--- src/rtl/mem_arb_pkg.sv ---
// Shared types for the unified-memory port arbiter: FSM states and requester ids.
package mem_arb_pkg;

  typedef enum logic [1:0] {
    IDLE   = 2'd0,
    BUSY_I = 2'd1,
    BUSY_D = 2'd2
  } arb_state_e;

  typedef enum logic {
    REQ_IF = 1'b0,
    REQ_D  = 1'b1
  } req_id_e;

endpackage

--- src/rtl/mem_arb_timer.sv ---
// Busy-cycle counter for the arbiter; expire is high on the last allowed cycle
// of an access (count == TIMEOUT-1).
module mem_arb_timer #(
  parameter int TIMEOUT = 64
) (
  input  logic clk,
  input  logic rst,
  input  logic clear,
  input  logic en,
  output logic expire
);

  localparam int TW = $clog2(TIMEOUT);

  logic [TW-1:0] count;

  always_ff @(posedge clk) begin
    if (rst || clear) begin
      count <= '0;
    end else if (en) begin
      count <= count + 1'b1;
    end
  end

  assign expire = (count == TW'(TIMEOUT - 1));

endmodule

--- src/rtl/mem_port_arbiter.sv ---
// Arbitrates the IF and MEM stages onto one single-port memory.
// Build option MEM_ARB_RR_EN: round-robin on contention instead of D-over-IF priority.
module mem_port_arbiter
  import mem_arb_pkg::*;
#(
  parameter int ADDR_W  = 32,
  parameter int DATA_W  = 32,
  parameter int TIMEOUT = 64
) (
  input  logic              clk,
  input  logic              rst,
  input  logic              if_req,
  input  logic [ADDR_W-1:0] if_addr,
  output logic              if_valid,
  output logic [DATA_W-1:0] if_rdata,
  input  logic              d_req,
  input  logic              d_we,
  input  logic [ADDR_W-1:0] d_addr,
  input  logic [DATA_W-1:0] d_wdata,
  output logic              d_valid,
  output logic [DATA_W-1:0] d_rdata,
  output logic              stall_if,
  output logic              stall_d,
  output logic              mem_req,
  output logic              mem_we,
  output logic [ADDR_W-1:0] mem_addr,
  output logic [DATA_W-1:0] mem_wdata,
  input  logic              mem_ack,
  input  logic [DATA_W-1:0] mem_rdata,
  output logic              err,
  output arb_state_e        state_dbg
);

  // Handshake: a requester holds req (and its operands) until it sees its
  // one-cycle valid; mem_req/mem_we/mem_addr/mem_wdata stay stable until a
  // single-cycle mem_ack or the timeout, and mem_ack outside BUSY is ignored.

  arb_state_e state, state_next;
  logic elig_i, elig_d, grant_i, grant_d, done, abort;
  logic d_first, expire;

`ifdef MEM_ARB_RR_EN
  req_id_e last_served;

  always_ff @(posedge clk) begin
    if (rst) begin
      last_served <= REQ_IF;
    end else if (done) begin
      last_served <= (state == BUSY_D) ? REQ_D : REQ_IF;
    end
  end

  assign d_first = (last_served == REQ_IF);
`else
  assign d_first = 1'b1;
`endif

  always_comb begin
    state_next = state;
    grant_i    = 1'b0;
    grant_d    = 1'b0;
    done       = 1'b0;
    abort      = 1'b0;
    // The requester served last cycle still holds req during its valid cycle.
    elig_i     = if_req & ~if_valid;
    elig_d     = d_req & ~d_valid;
    case (state)
      IDLE: begin
        if (elig_d && (!elig_i || d_first)) begin
          grant_d    = 1'b1;
          state_next = BUSY_D;
        end else if (elig_i) begin
          grant_i    = 1'b1;
          state_next = BUSY_I;
        end
      end
      BUSY_I, BUSY_D: begin
        if (mem_ack) begin
          done       = 1'b1;
          state_next = IDLE;
        end else if (expire) begin
          done       = 1'b1;
          abort      = 1'b1;
          state_next = IDLE;
        end
      end
      default: state_next = IDLE;
    endcase
  end

  always_ff @(posedge clk) begin
    if (rst) begin
      state     <= IDLE;
      mem_req   <= 1'b0;
      mem_we    <= 1'b0;
      mem_addr  <= '0;
      mem_wdata <= '0;
      if_valid  <= 1'b0;
      d_valid   <= 1'b0;
      if_rdata  <= '0;
      d_rdata   <= '0;
      err       <= 1'b0;
    end else begin
      state    <= state_next;
      if_valid <= 1'b0;
      d_valid  <= 1'b0;
      if (grant_d) begin
        mem_req   <= 1'b1;
        mem_we    <= d_we;
        mem_addr  <= d_addr;
        mem_wdata <= d_wdata;
      end else if (grant_i) begin
        mem_req   <= 1'b1;
        mem_we    <= 1'b0;
        mem_addr  <= if_addr;
        mem_wdata <= '0;
      end
      if (done) begin
        mem_req <= 1'b0;
        if (state == BUSY_I) begin
          if_valid <= 1'b1;
          if_rdata <= abort ? '0 : mem_rdata;
        end else begin
          d_valid <= 1'b1;
          d_rdata <= abort ? '0 : mem_rdata;
        end
        if (abort) begin
          err <= 1'b1;
        end
      end
    end
  end

  mem_arb_timer #(
    .TIMEOUT(TIMEOUT)
  ) u_timer (
    .clk   (clk),
    .rst   (rst),
    .clear ((state == IDLE) || done),
    .en    (state != IDLE),
    .expire(expire)
  );

  assign stall_if  = if_req & ~if_valid;
  assign stall_d   = d_req & ~d_valid;
  assign state_dbg = state;

endmodule

--- config.mk ---
export PLATFORM = sky130hd
export DESIGN_NAME = mem_port_arbiter
export DESIGN_NICKNAME = d
export VERILOG_FILES = /design/src/rtl/mem_arb_pkg.sv /design/src/rtl/mem_arb_timer.sv /design/src/rtl/mem_port_arbiter.sv
export SDC_FILE = /design/constraint.sdc
export NUM_CORES = 1
export LEC_CHECK = 0
export BUFFER_PORTS_ARGS = -buffer_cell sky130_fd_sc_hd__buf_2
export CAP_MARGIN = 20
export CORE_MARGIN = 8
export CORE_UTILIZATION = 49
export DETAILED_ROUTE_END_ITERATION = 16
export PLACE_DENSITY = 0.89
export SKIP_LAST_GASP = 1
export SLEW_MARGIN = 30
export SYNTH_ARGS = -nofsm -noshare
export SYNTH_HDL_FRONTEND = slang
export SYNTH_SLANG_ARGS = --single-unit
--- constraint.sdc ---
create_clock -name clk -period 3.6 [get_ports clk]
set_input_delay 0.18 -clock clk [delete_from_list [all_inputs] [get_ports clk]]
set_output_delay 0.18 -clock clk [all_outputs]
set_load 0.03 [all_outputs]
==> results of run 1 <==
==> final cells by class <==
| type | instances | area share |
|---|---|---|
| Sequential cell | 141 | 0.344 |
| Multi-Input combinational cell | 365 | 0.292 |
| Timing Repair Buffer | 356 | 0.268 |
| Clock buffer | 18 | 0.0510 |
| Tap cell | 140 | 0.0214 |
| Clock inverter | 14 | 0.0194 |
| Inverter | 6 | 0.00275 |
| Antenna cell | 2 | 0.000611 |
==> per-stage QoR <==
| stage | cell area, um^2 | hold slack [ps] | utilization | setup WS [ps] |
|---|---|---|---|---|
| 2_1_floorplan | 5490 | 328 | - | 1630 |
| 3_5_place_dp | 6810 | 423 | 0.626 | 1320 |
| 5_1_grt | 8200 | 26.8 | 0.753 | 822 |
| 3_3_place_gp | 6810 | 412 | 0.625 | 1350 |
| 4_1_cts | 8190 | 2.77 | 0.752 | 987 |
| 6_report | 8200 | 32.1 | 0.753 | 983 |
==> how the worst max path moves through the flow <==
stage          cells after the start           end         start  slack (ps)
2_1_floorplan                      8  if_rdata[10]  state_dbg[0]        1630
3_3_place_gp                       6  if_rdata[31]  state_dbg[0]        1350
3_5_place_dp                       7   d_rdata[18]  state_dbg[0]        1320
4_1_cts                            6  mem_addr[24]  state_dbg[1]         990
5_1_grt                            6  mem_addr[24]  state_dbg[1]         820
6_report                           6  mem_addr[24]  state_dbg[1]         980
==> cell usage in the layout (no fill, tap or decap), types with 2 or more instances in the layout <==
cell type | netlist | layout
buf_4 | 2 | 7
diode_2 | 0 | 2
nor2b_1 | 4 | 3
buf_2 | 18 | 269
dfxtp_1 | 141 | 141
a21oi_1 | 36 | 35
xnor2_1 | 3 | 3
mux2i_1 | 64 | 64
o221ai_1 | 32 | 32
a22oi_1 | 33 | 33
nand2b_1 | 66 | 66
inv_1 | 6 | 6
clkinvlp_4 | 0 | 4
and3_1 | 2 | 2
clkbuf_16 | 0 | 16
nand2_1 | 68 | 68
dlygate4sd3_1 | 0 | 80
bufinv_16 | 0 | 2
inv_6 | 0 | 5
ha_1 | 3 | 3
nor2_1 | 41 | 41
==> per-layer routing <==
metal	vias to the layer above	global-route usage
met4	0	0.171
met1	2548	0.284
met3	73	0.0833
li1	2590	-
met2	370	0.454
met5	-	0
==> worst max-delay path: stages, from the launching register on <==
cell	delay, ps
dfxtp_1	310
inv_1	90
ha_1	300
and2_2	820
o221ai_1	250
dlygate4sd3_1	620
a21oi_1	150
==> kinds of logic after synthesis <==
family                     count (synthesis)
and+or+nand+nor                          187
AOI/OAI and AO/OA                        107
adders and majority gates                  3
xor gates and xnor gates                   4
DFF                                      141
muxes                                     64
buffers and inverters                     55
==> power by group <==
group | internal [mW] | switching (mW) | total [mW] | leakage, nW
Clock | 1.00 | 0.702 | 1.70 | 0.271
Sequential | 1.68 | 0.0661 | 1.75 | 1.15
Combinational | 0.354 | 0.650 | 1.00 | 2.29
==> repair_timing <==
item	4_1_cts	5_1_grt
gates resized for setup	0	0
setup buffers	0	0
hold buffers	80	0
endpoints found under the setup margin	0	0
hold endpoints to repair	111	0
==> state kept, by name (all words and copies together), names as in the netlist, 2 cells and up <==
signal	cells
state_dbg	2
u_timer.count	6
d_rdata	32
mem_addr	32
if_rdata	32
mem_wdata	32
==> flow_summary.toml, run 1 <==
[sta]
timing.fmax_mhz = 382
slew_violations = 0
tns_ps = 0
fin_crit_ps = 2620
hold_viol = 0
worst_pin_slew_ps = 935
fin_worst_skew_ps = 11.5
rsz0062_at_grt = "false"
slew_headroom = 0.377
post-route-period-util = 0.727
setup_viol = 0

[setup_path]
crit_type = "reg2reg"
timing.rr.start = "state_dbg[1]"
cp-end-kind = "flip-flop"
r2r.worst_path.cells = 6
r2r_slack_ps = 980
critPathMaxFanout = 49
r2r_end = "mem_addr[24]"
worstPathRequired_ps = 4040
startpoint_type = "flip-flop"
critPathArrivalTime_ps = 3050

[synthesis]
async_reset_ff_frac = 0
synth_edf_count = 0
synth_nets = 698
synth_ff_type = "dfxtp_1"
syn_inst = 561
synthTopCellsByCount = "141 x dfxtp_1, 68 x nand2_1, 66 x nand2b_1"
synth-seq-area-share = 0.515
synth-simple-area-share = 0.164
post-synth-top-area-cell = "dfxtp_1"
synth_most_common_cell = "dfxtp_1"
synth-compound-area-share = 0.138
synthMuxAreaShare = 0.117
synth_xor_area_frac = 0.00639
synth_top_area_share = 0.515
ys_ff_latch = 141
synth-adder-area-share = 0.00684
yosys-top-cells-area = "dfxtp_1 51%, mux2i_1 12%, nand2b_1 7.5%, o221ai_1 5.1%, nand2_1 4.7%"
synth_top_family_by_area = "simple AND/OR/NAND/NOR gates"
yosys_warnings = 0
synth.distinct_cells = 29
synthesis.area_um2 = 5490
syn-mean-instance-area_um2 = 9.78

[routing]
wirelength_um = 20700
drt-vias-per-instance = 5.36
drt_iter0_markers = 673
wl_met3_um = 2150
dr_total_vias = 5581
top_layer_used = "met4"
met2_length_um = 10000
postRouteAntennaNets = 0
post-route-drc-count = 0
wl_met1_um = 7370
drtPass1Iterations = 6
wire_per_inst_um = 19.9

[global_route]
antenna_found_initial = 2
track_usage = 0.267
grt_pass1_wl_um = 31000
grt-ovfl-total = 0
grt_max_degree = 99
grt_pass1_vias = 5714

[placed_design]
dp.cells = 928
portBuffers = 270
place_hpwl_um = 12500
routabilityCongestion = 0.848

[final_layout]
final-seq-area_um2 = 2820
multi_input_area_um2 = 2390
fin_nets = 1024
stdcell_count = 1042
drive_gt1_frac = 0.348
area_delta_synth_final_pct = 49.4
n_fill_cell = 697

[flow_run]
maxCapViolCount = 0

[min_path]
whs_endpoint = "mem_addr[3]"
whs_path_depth = 3
hp-class = "in2reg"
min_from = "if_addr[3]"

[pwr]
power_mw = 4.46
total_leakage_power_nw = 3.71
irDropWorstVdd_v = 0.000307
p_per_area_nw_per_um2 = 544

[die]
io_pins = 271
die_h_um = 122
fp.coreArea_um2 = 10900
start_util = 0.504
die-area_um2 = 14800
rows = 38
die_w_um = 122

[clocking]
clk_pin_slew_ps = 60
cts_tree = "built"
cts_root_buffer = "clkbuf_8"
clock_latency_ps = 510
h-tree-depth = 4
clk_path_buf_depth = 2
cts_inserted_buffers = 17
clkSinkCount = 141

[outcome]
status = "finished, final reports clean"
Note: power is estimated with default switching activity, not from simulation.
==> run 2: changes to the inputs <==
CORE_UTILIZATION = 41   (was 49)
PLACE_DENSITY = 0.8   (was 0.89)
clock period = 2.4 ns   (was 3.6 ns; I/O delays follow)
==> flow_summary.toml, run 2 (synthesis results as in run 1) <==
[clocking]
cts_root_buffer = "clkbuf_16"
clkSinkCount = 141
clock_latency_ps = 400
clk_path_buf_depth = 2
h-tree-depth = 4
cts_inserted_buffers = 17
cts_tree = "built"
post-cts-setup-buffers = 0
clk_pin_slew_ps = 60

[die]
rows = 42
io_pins = 271
fp.coreArea_um2 = 13100
start_util = 0.418
die_h_um = 132
die-area_um2 = 17300
die_w_um = 132

[global_route]
grt_pass1_wl_um = 28200
track_usage = 0.197
grt-ovfl-total = 0
antenna_found_initial = 3
grt_max_degree = 73
grt_pass1_vias = 5346

[sta]
hold_ws_ps = 18.2
slew_headroom = 0.590
slew_violations = 0
post-route-period-util = 0.877
hold_viol = 0
setup_viol = 0
worst_pin_slew_ps = 615
rsz0062_at_grt = "false"
tns_ps = 0
fin_worst_skew_ps = 8.27
fin_crit_ps = 2100
timing.fmax_mhz = 475

[pwr]
irDropWorstVdd_v = 0.000458
total_leakage_power_nw = 3.71
p_per_area_nw_per_um2 = 836

[routing]
wirelength_um = 17800
drtPass1Iterations = 4
wire_per_inst_um = 16.7
postRouteAntennaNets = 0
drt-vias-per-instance = 4.94
post-route-drc-count = 0
dr_total_vias = 5268
drt_iter0_markers = 307

[outcome]
status = "finished, final reports clean"

[placed_design]
portBuffers = 270
place_hpwl_um = 11900
routabilityCongestion = 0.764
dp.cells = 971

[final_layout]
final_common_cell = "buf_2"
drive_gt1_frac = 0.360
n_fill_cell = 1036
fin_nets = 1012
final_cell_mix = "269 x buf_2, 141 x dfxtp_1, 68 x nand2_1"
multi_input_area_um2 = 2390
final-seq-area_um2 = 2820
stdcell_count = 1067
area_delta_synth_final_pct = 49.0

[setup_path]
startpoint_type = "flip-flop"
cp-end-kind = "flip-flop"
timing.rr.start = "state_dbg[0]"
r2r_slack_ps = 300
critPathMaxFanout = 11
r2r.worst_path.cells = 7
crit_type = "reg2reg"
critPathArrivalTime_ps = 2430
r2r_end = "d_rdata[4]"
worstPathRequired_ps = 2720

[min_path]
whs_endpoint = "d_rdata[14]"
hp-class = "in2reg"
min_from = "mem_rdata[14]"
whs_path_depth = 3

[flow_run]
maxCapViolCount = 0
run 2: repair_timing:
action,4_1_cts,5_1_grt
hold buffers,61,0
hold endpoints to repair,85,0
resized for setup,0,0
run 2: report_power, final:
group,total (mW),switching (mW),internal [mW]
clock network,2.75,1.06,1.69
registers,2.62,0.0913,2.53
logic,1.46,0.926,0.535
total,6.83,2.08,4.75
run 2: metrics by stage:
| stage | setup slack, ps | power, mW | util | instance area, um^2 |
|---|---|---|---|---|
| CTS | 283 | 6.87 | 0.622 | 8170 |
| global route | 168 | 7.12 | 0.622 | 8170 |
| floorplan | 435 | 3.60 | - | 5490 |
| finish | 296 | 6.83 | 0.622 | 8170 |
| global placement | 165 | 4.03 | 0.528 | 6930 |
| detailed placement | 319 | 4.04 | 0.528 | 6930 |
run 2: critical path, stage by stage (launching register included):
cell and delay [ps]:
dfxtp_1 360, inv_1 60, ha_1 320, and3_1 160
a22o_1 180, nor2b_4 400, buf_4 310, mux2i_1 230
run 2: area by class of cell:
class / count / area share
inverter: 6 / 0.00276
clock buffer: 18 / 0.0537
timing repair buffer: 344 / 0.255
sequential: 141 / 0.345
clock inverter: 14 / 0.0223
antenna: 3 / 0.000918
multi-input combinational: 365 / 0.293
tap: 176 / 0.0269
run 2: per-layer routing:
| layer | vias up | wire, um | track usage |
|---|---|---|---|
| met2 | 229 | 8600 | 0.325 |
| met3 | 24 | 1620 | 0.0865 |
| met1 | 2448 | 7200 | 0.221 |
| met5 | - | 0 | 0 |
| met4 | 0 | 362 | 0.0721 |
| li1 | 2567 | - | - |
run 2: how the worst max path moves through the flow:
stage / from / end / slack [ps] / cells past startpoint
2_1_floorplan: state_dbg[0] / if_rdata[10] / 430 / 8
3_3_place_gp: state_dbg[0] / if_rdata[22] / 160 / 6
3_5_place_dp: state_dbg[0] / d_rdata[24] / 320 / 7
4_1_cts: state_dbg[0] / d_rdata[4] / 280 / 7
5_1_grt: state_dbg[0] / d_rdata[4] / 170 / 7
6_report: state_dbg[0] / d_rdata[4] / 300 / 7
